`config.mk`:
```
export PLATFORM = sky130hd
export DESIGN_NAME = tlp_reg_responder
export DESIGN_NICKNAME = d
export VERILOG_FILES = /design/src/rtl/tlp_reg_responder.sv
export SDC_FILE = /design/constraint.sdc
export NUM_CORES = 1
export LEC_CHECK = 0
export BUFFER_PORTS_ARGS = -buffer_cell sky130_fd_sc_hd__buf_2
export CAP_MARGIN = 30
export CORE_MARGIN = 1
export CORE_UTILIZATION = 51
export CTS_CLUSTER_SIZE = 14
export DETAILED_ROUTE_END_ITERATION = 8
export MAX_ROUTING_LAYER = met4
export PLACE_DENSITY = 0.8
export SLEW_MARGIN = 5
export SYNTH_ARGS = -nofsm -noshare
export SYNTH_HDL_FRONTEND = slang
export SYNTH_SLANG_ARGS = --single-unit
```
`constraint.sdc`:
```
create_clock -name pcieClk_in -period 1.9 [get_ports pcieClk_in]
set_input_delay 0 -clock pcieClk_in [delete_from_list [all_inputs] [get_ports pcieClk_in]]
set_output_delay 0 -clock pcieClk_in [all_outputs]
set_load 0.05 [all_outputs]
```
`src/rtl/tlp_reg_responder.sv`:
```
// rtl/tlp_reg_responder.sv - MWr32/MRd32 completer turning host TLPs into register accesses
module tlp_reg_responder #(
    parameter int REG_ABITS = 4
) (
    input  logic                 pcieClk_in,
    input  logic                 pcieRstN_in,
    input  logic [12:0]          cfgBusDev_in,
    input  logic [63:0]          rxData_in,
    input  logic                 rxSOP_in,
    input  logic                 rxEOP_in,
    input  logic                 rxValid_in,
    output logic                 rxReady_out,
    output logic [63:0]          txData_out,
    output logic                 txSOP_out,
    output logic                 txEOP_out,
    output logic                 txValid_out,
    input  logic                 txReady_in,
    output logic [REG_ABITS-1:0] regAddr_out,
    output logic [31:0]          regWrData_out,
    output logic                 regWrEn_out,
    output logic                 regRdEn_out,
    input  logic [31:0]          regRdData_in
);

    typedef enum logic [2:0] {
        S_IDLE, S_HDR, S_WDATA, S_DISCARD, S_RDWAIT, S_TX0, S_TX1, S_TX2
    } state_t;

    state_t                state_q, state_d;
    logic                  is_wr_q, is_wr_d;
    logic [15:0]           req_id_q, req_id_d;
    logic [7:0]            tag_q, tag_d;
    logic [6:0]            addr_lo_q, addr_lo_d;
    logic                  rd_phase_q, rd_phase_d;
    logic [31:0]           rd_data_q, rd_data_d;
    logic [REG_ABITS-1:0]  reg_addr_q, reg_addr_d;
    logic [31:0]           wr_data_q, wr_data_d;
    logic                  wr_en_q, wr_en_d;
    logic                  rd_en_q, rd_en_d;
    logic [63:0]           tx_data_q, tx_data_d;
    logic                  tx_valid_q, tx_valid_d;
    logic                  tx_sop_q, tx_sop_d;
    logic                  tx_eop_q, tx_eop_d;

    logic                  rx_fire;
    logic                  sop_is_rd, sop_is_wr;
    state_t                sop_state;
    logic [31:0]           cpl_dw1, cpl_dw2;
    logic                  unused_rx;

    assign rxReady_out = !(state_q inside {S_RDWAIT, S_TX0, S_TX1, S_TX2});
    assign rx_fire     = rxValid_in && rxReady_out;
    assign sop_is_rd   = (rxData_in[31:0] == 32'h0000_0001);
    assign sop_is_wr   = (rxData_in[31:0] == 32'h4000_0001);
    // A single-beat unknown TLP is already complete, so skip DISCARD.
    assign sop_state   = (sop_is_rd || sop_is_wr) ? S_HDR : (rxEOP_in ? S_IDLE : S_DISCARD);
    assign cpl_dw1     = {cfgBusDev_in, 3'b000, 3'b000, 1'b0, 12'd4};
    assign cpl_dw2     = {req_id_q, tag_q, 1'b0, addr_lo_q};
    assign unused_rx   = ^rxData_in[39:32];

    assign txData_out    = tx_data_q;
    assign txSOP_out     = tx_sop_q;
    assign txEOP_out     = tx_eop_q;
    assign txValid_out   = tx_valid_q;
    assign regAddr_out   = reg_addr_q;
    assign regWrData_out = wr_data_q;
    assign regWrEn_out   = wr_en_q;
    assign regRdEn_out   = rd_en_q;

    always_comb begin
        state_d    = state_q;
        is_wr_d    = is_wr_q;
        req_id_d   = req_id_q;
        tag_d      = tag_q;
        addr_lo_d  = addr_lo_q;
        rd_phase_d = rd_phase_q;
        rd_data_d  = rd_data_q;
        reg_addr_d = reg_addr_q;
        wr_data_d  = wr_data_q;
        wr_en_d    = 1'b0;
        rd_en_d    = 1'b0;
        tx_data_d  = tx_data_q;
        tx_valid_d = tx_valid_q;
        tx_sop_d   = tx_sop_q;
        tx_eop_d   = tx_eop_q;
        case (state_q)
            S_IDLE, S_HDR, S_WDATA, S_DISCARD: begin
                if (rx_fire && rxSOP_in) begin
                    state_d  = sop_state;
                    is_wr_d  = sop_is_wr;
                    req_id_d = rxData_in[63:48];
                    tag_d    = rxData_in[47:40];
                end else if (rx_fire) begin
                    case (state_q)
                        S_HDR: begin
                            reg_addr_d = rxData_in[REG_ABITS+1:2];
                            addr_lo_d  = rxData_in[6:0];
                            if (!is_wr_q) begin
                                rd_en_d    = 1'b1;
                                rd_phase_d = 1'b0;
                                state_d    = S_RDWAIT;
                            end else if (rxData_in[2]) begin
                                wr_data_d = rxData_in[63:32];
                                wr_en_d   = 1'b1;
                                state_d   = S_IDLE;
                            end else begin
                                state_d = S_WDATA;
                            end
                        end
                        S_WDATA: begin
                            wr_data_d = rxData_in[31:0];
                            wr_en_d   = 1'b1;
                            state_d   = S_IDLE;
                        end
                        S_DISCARD: if (rxEOP_in) state_d = S_IDLE;
                        default: ;
                    endcase
                end
            end
            S_RDWAIT: begin
                // First cycle is the strobe cycle; data is valid the cycle after.
                if (!rd_phase_q) begin
                    rd_phase_d = 1'b1;
                end else begin
                    rd_data_d  = regRdData_in;
                    tx_data_d  = {cpl_dw1, 32'h4A00_0001};
                    tx_valid_d = 1'b1;
                    tx_sop_d   = 1'b1;
                    tx_eop_d   = 1'b0;
                    state_d    = S_TX0;
                end
            end
            S_TX0: begin
                if (txReady_in) begin
                    tx_sop_d = 1'b0;
                    state_d  = S_TX1;
                    if (addr_lo_q[2]) begin
                        tx_data_d = {rd_data_q, cpl_dw2};
                        tx_eop_d  = 1'b1;
                    end else begin
                        tx_data_d = {32'h0, cpl_dw2};
                    end
                end
            end
            S_TX1: begin
                if (txReady_in) begin
                    if (addr_lo_q[2]) begin
                        tx_valid_d = 1'b0;
                        tx_eop_d   = 1'b0;
                        state_d    = S_IDLE;
                    end else begin
                        tx_data_d = {32'h0, rd_data_q};
                        tx_eop_d  = 1'b1;
                        state_d   = S_TX2;
                    end
                end
            end
            S_TX2: begin
                if (txReady_in) begin
                    tx_valid_d = 1'b0;
                    tx_eop_d   = 1'b0;
                    state_d    = S_IDLE;
                end
            end
            default: state_d = S_IDLE;
        endcase
    end

    always_ff @(posedge pcieClk_in) begin
        if (!pcieRstN_in) begin
            state_q    <= S_IDLE;
            is_wr_q    <= 1'b0;
            req_id_q   <= '0;
            tag_q      <= '0;
            addr_lo_q  <= '0;
            rd_phase_q <= 1'b0;
            rd_data_q  <= '0;
            reg_addr_q <= '0;
            wr_data_q  <= '0;
            wr_en_q    <= 1'b0;
            rd_en_q    <= 1'b0;
            tx_data_q  <= '0;
            tx_valid_q <= 1'b0;
            tx_sop_q   <= 1'b0;
            tx_eop_q   <= 1'b0;
        end else begin
            state_q    <= state_d;
            is_wr_q    <= is_wr_d;
            req_id_q   <= req_id_d;
            tag_q      <= tag_d;
            addr_lo_q  <= addr_lo_d;
            rd_phase_q <= rd_phase_d;
            rd_data_q  <= rd_data_d;
            reg_addr_q <= reg_addr_d;
            wr_data_q  <= wr_data_d;
            wr_en_q    <= wr_en_d;
            rd_en_q    <= rd_en_d;
            tx_data_q  <= tx_data_d;
            tx_valid_q <= tx_valid_d;
            tx_sop_q   <= tx_sop_d;
            tx_eop_q   <= tx_eop_d;
        end
    end

endmodule

```
# Word-level counts from Yosys, hierarchy flattened
# Index checks and enable logic that the tools add are counted.
[classes]
bitwise = 5
n_mux = 44
reduce_logical = 24
eq_ne = 25
[op_table]
columns = ["operator", "n"]
rows = [
  ["two-way mux 64 bit", 5],
  ["case mux 64 bit (3 select lines)", 1],
  ["two-way mux 32 bit", 2],
  ["case mux 32 bit (2 select lines)", 1],
  ["equality test 32 x 1 -> 1 bit (second input constant)", 1],
  ["equality test 32 x 31 -> 1 bit (second input constant)", 1],
  ["two-way mux 3 bit", 9],
  ["!= test 2 bit (second input constant)", 13],
  ["two-way mux 1 bit", 16],
  ["case mux 3 bit (5 select lines)", 1],
  ["AND reduction 5 bit", 3],
  ["equality test 3 bit (second input constant)", 4],
  ["AND reduction 6 bit", 2],
  ["case mux 3 bit (3 select lines)", 1],
  ["OR reduction 4 bit", 2],
  ["AND reduction 7 bit", 1],
  ["equality test 3 x 2 -> 1 bit (second input constant)", 2],
  ["two-way mux 2 bit", 3],
  ["case mux 1 bit (2 select lines)", 3],
  ["nonzero test 2 bit", 3],
  ["nonzero test 3 bit", 2],
  ["!= test 5 bit (second input constant)", 1],
  ["inverter 1 bit", 5],
  ["OR reduction 5 bit", 1],
  ["other kinds (13)", 15],
]
[totals]
in_bits = 115
register_bits = 173
out_inout_bits = 106
word_cells = 113

# Depth between registers and ports, before layout
[logic_depth]
depth_word = 7
mapped_depth = 8
depth_no_buf = 4

# Worst setup path before layout
# No wires, ideal clock.
[synth_timing]
path_kind = "register to register"
start = "register state_q[2]"
end = "register state_q[2]"
synth_period_minus_slack_ps = 1902
path_buffers = 2
setup_slack_ps = -2
required_time_ps = 1830
arrival_ps = 1831
path_stages_with_launch = 7
setup_ps = 70
path_cell_list = "dfxtp_1 > buf_4 > buf_6 > inv_1 > a41oi_1 > or4_1 > a21oi_1"
[synth_between]
elab_chain_len = 7
elab_cells_between_ends = 25
cone_classes = "eq/ne: 14; mux: 4; reduce/logical: 7"
[synth_rtl]
columns = ["element", "line", "source"]
rows = [
  ["start: declaration", "29", "state_t state_q, state_d;"],
  ["start signal: assignment", "187", "state_q <= state_d;"],
  ["equality test 3 bit", "51", "assign rxReady_out = !(state_q inside {S_RDWAIT, S_TX0, S_TX1, S_TX2});"],
  ["nonzero test 4 bit (no source line) *", "-", ""],
  ["zero test 1 bit *", "51", ""],
  ["via rxReady_out", "12", "output logic rxReady_out,"],
  ["logical AND 1 bit *", "52", "assign rx_fire = rxValid_in && rxReady_out;"],
  ["logical AND 1 bit", "88", "if (rx_fire && rxSOP_in) begin"],
  ["!= test 5 bit (no source line), or another cell as far along", "-", ""],
  ["AND reduction 7 bit (no source line) / case mux 3 bit (5 select lines) (equally long branches)", "-", ""],
]
# The timed path passes the listed nets; every way through them passes the cells marked *. The select of a mux whose other input is x is not followed.
# A chain may end at the register's enable or synchronous reset.

# Worst setup path after layout
[layout_timing]
start = "register state_q[1]"
end = "register tx_data_q[27], in the netlist txData_out[27]"
[layout_between]
elab_chain_len = 3
elab_cells_between_ends = 10
cone_classes = "eq/ne: 7; mux: 1; reduce/logical: 2"
[layout_rtl]
columns = ["element", "line", "source"]
rows = [
  ["equality test 3 bit", "86", "case (state_q)"],
  ["!= test 2 bit (no source line) / nonzero test 3 bit (equally long branches)", "-", ""],
  ["AND reduction 5 bit (no source line)", "-", ""],
  ["end signal: assignment", "198", "tx_data_q <= tx_data_d;"],
  ["end: declaration", "40", "logic [63:0] tx_data_q, tx_data_d;"],
]
# Several ways; a longest one is shown, not always the timed one.

==> results.md <==
- ANT nets after route: 0
- P_leak: roughly 0.004 uW
- Die H: around 120 um
- Drt wl/cell: around 19 um
- CP Cell Sequence: or3b_4 -> a21o_2 -> nand2_1 -> buf_4 -> a311oi_1
- Slowest CP cell: or3b_4
- Core area: 13400 um^2
- Critical path's largest stage delay: 430 ps
- CP Launch Type: flip-flop
- DR vias/cell: 6.107
- Setup Skew: around 7.5 ps
- Endpoints failing hold: 0
- Crit path time final: about 1800 ps
- Dpl ws: -17.95 ps
- Total number of yosys warnings: 0
- Via count: 8165
- Largest cells by area after synthesis: dfxtp_1, a21oi_1, nand2_1
- Grt ovf: 0
- Final #Nets: between 1k and 1.5k
- Area share of the largest cell type after synthesis: between 40% and 50%
- Width of the die: roughly 120 um
- Cell taking the most area after synthesis: dfxtp_1
- Status: complete, but fails checks
- Distinct cells, synth: 47
- Layout cells sized above 1: 26.90%
- Number of DRC markers in iteration 0: roughly 1000
- Synth top cells by count: dfxtp_1, nand2_1, a21oi_1, nor3_1, clkbuf_1
- Non-filler cells in the finished layout: 1337
- Area Growth Syn to Fin: 44.27%
- Vias in the first global route: 7664
- Initial antenna violation count: 1
- Std-Cell Rows: 42
- Post-route DRC: 15
- Total Routing Usage GR: a little over a third
- Starting Density: roughly 53%
- Critical path data arrival time: 2110 ps
- Pins over their slew limit: 0
- Setup TNS Final: 0 ps
- Main synth FF type: dfxtp_1
- Fmax: roughly 0.55 GHz
- Most common cell in the netlist: dfxtp_1
- Total clock sinks: 169
- Power Density: 962.1 nW/um^2
- Maximum VDD drop: approximately 930 uV
- H-tree Lvls: 4
- Worst min path class: in2reg
- IO buf count: 220
- DRT Wirelength: 24900 um
- Clock slew at the register clock pins of the worst setup and hold paths: 60 ps
- Worst slew margin: 63.31%
- Boundary Pins: 221
- Cells after synthesis: 845
- 1st-pass router iterations: 9
- Cell count after placement: 1192
- Routability Congestion: 0.8473
- Syn Nets: 960
- Syn_area_per_cell: 8.365 um^2
- Seq cells post-synth: between 150 and 200
- Clock Path Buffers: 2
- Sequential area share after synthesis: 47.87%
- # Post-CTS Setup Buffers: 0
- Die ar.: around 14000 um^2
- Syn Std Cell Area: 7068 um^2
- Setup ws final: 82.75 ps
- Post-synth EDFFs: 0
- CTS tree: built
- First-pass GRT wire length: about 38000 um
- Latest clock arrival within the worst-skew pair: 420 ps
- Worst-margin pin slew: 548.3 ps
- Largest net degree at the start of global routing: slightly above 40
- Final Cycle Share: 95.64%
- CTS root buffer: clkbuf_16
- DP HPWL: 15020 um
- CP Capture Type: flip-flop
- Synth async-reset ratio: 0%
- Req. time, crit path: 2190 ps
- Setup violators final: 0
- Setup Crit Path Kind: reg2reg
- Clock buffer count from CTS: 17
- Fin Hold WS: around 130 ps
- RSZ-0062 raised after global routing: no
- Peak fanout along the critical path: 17
- Max-cap viol count: 0
- Failing checks: design-rule violations
[layout make-up]
cell class              count  area, um^2
inverters                   3       17.52
clock inverters            11       145.1
fillers                   966        3203
multi-input cells         581        3273
well taps                 176       220.2
repair buffers            375        2683
flip-flops and latches    169        3386
diodes                      1       2.502
clock buffers              21       470.5
[cell usage in the layout (no fill, tap or decap), drive strengths merged, types with 2 or more instances in the layout]
master and n:
a211oi 29, a21o 3, a21oi 118, a222oi 13
a22oi 26, a311oi 36, and2 4, buf 263
bufinv 3, clkbuf 21, clkinv 5, clkinvlp 4
dfxtp 169, dlygate4sd3 112, inv 2, mux2i 7
nand2 152, nand2b 3, nand3 20, nand3b 4
nand4 2, nor2 17, nor3 60, nor3b 2
nor4 6, nor4b 2, o211ai 20, o21ai 37
o22ai 4, or2 2
[routing by layer]
metal,vias to the layer above,part of all wire [%],global-route usage [%]
met4,0,5.5,20.08
li1,3717,-,-
met5,-,0,-
met3,126,7.3,7.177
met1,3813,38,40.95
met2,509,49,56.68
[flip-flops by register name, summed over array words and instances, names as in the netlist, 3 cells and up]
name / cells
addr_lo_q: 7
txData_out: 64
rd_data_q: 32
req_id_q: 16
regWrData_out: 32
tag_q: 8
state_q: 3
[path summary, 6_finish.rpt]
path	from	cells after the start	to	slack, ps
max	state_q[1]	5	txData_out[27]	80
min	rxValid_in	5	state_q[1]	130
max reg2reg	state_q[1]	5	txData_out[27]	80
min reg2reg	tag_q[4]	2	tag_q[4]	460
[power by group]
| part | switching [uW] | internal (uW) | total [uW] | leakage (uW) |
|---|---|---|---|---|
| clock | 1400 | 2170 | 3570 | 0.000295 |
| sequential | 166 | 3760 | 3920 | 0.00137 |
| combinational | 1490 | 823 | 2310 | 0.00236 |
| total | 3060 | 6750 | 9810 | 0.00403 |
[worst max-delay path, delay by kind of cell, from the launching register on]
family                 cells  cell delay, ps
DFF                        1             390
AOI/OAI and AO/OA          2             480
buffers and inverters      1             250
and+or+nand+nor            2             570
[what timing repair did]
item / 4_1_cts / 5_1_grt
setup endpoints to repair: 10 / 36
gates resized for setup: 1 / 2
hold buffers: 112 / 0
hold endpoints to repair: 114 / 0
[metrics by stage]
step | power, uW | area (um^2) | util (%)
finish | 9810 | 10200 | 76.10
global route | 10150 | 10200 | 76.10
CTS | 9764 | 10190 | 76.01
detailed placement | 6053 | 8448 | 63.04
global placement | 6026 | 8448 | 63.04
floorplan | 5384 | 7072 | -
[kinds of logic after synthesis]
kind of cell	Yosys count	synth area share, %
buf+inv	95	6.231
flops	169	47.87
simple gates	279	17.70
mux	7	0.9914
compound gates	295	27.21
Note: power is estimated with default switching activity, not from simulation.
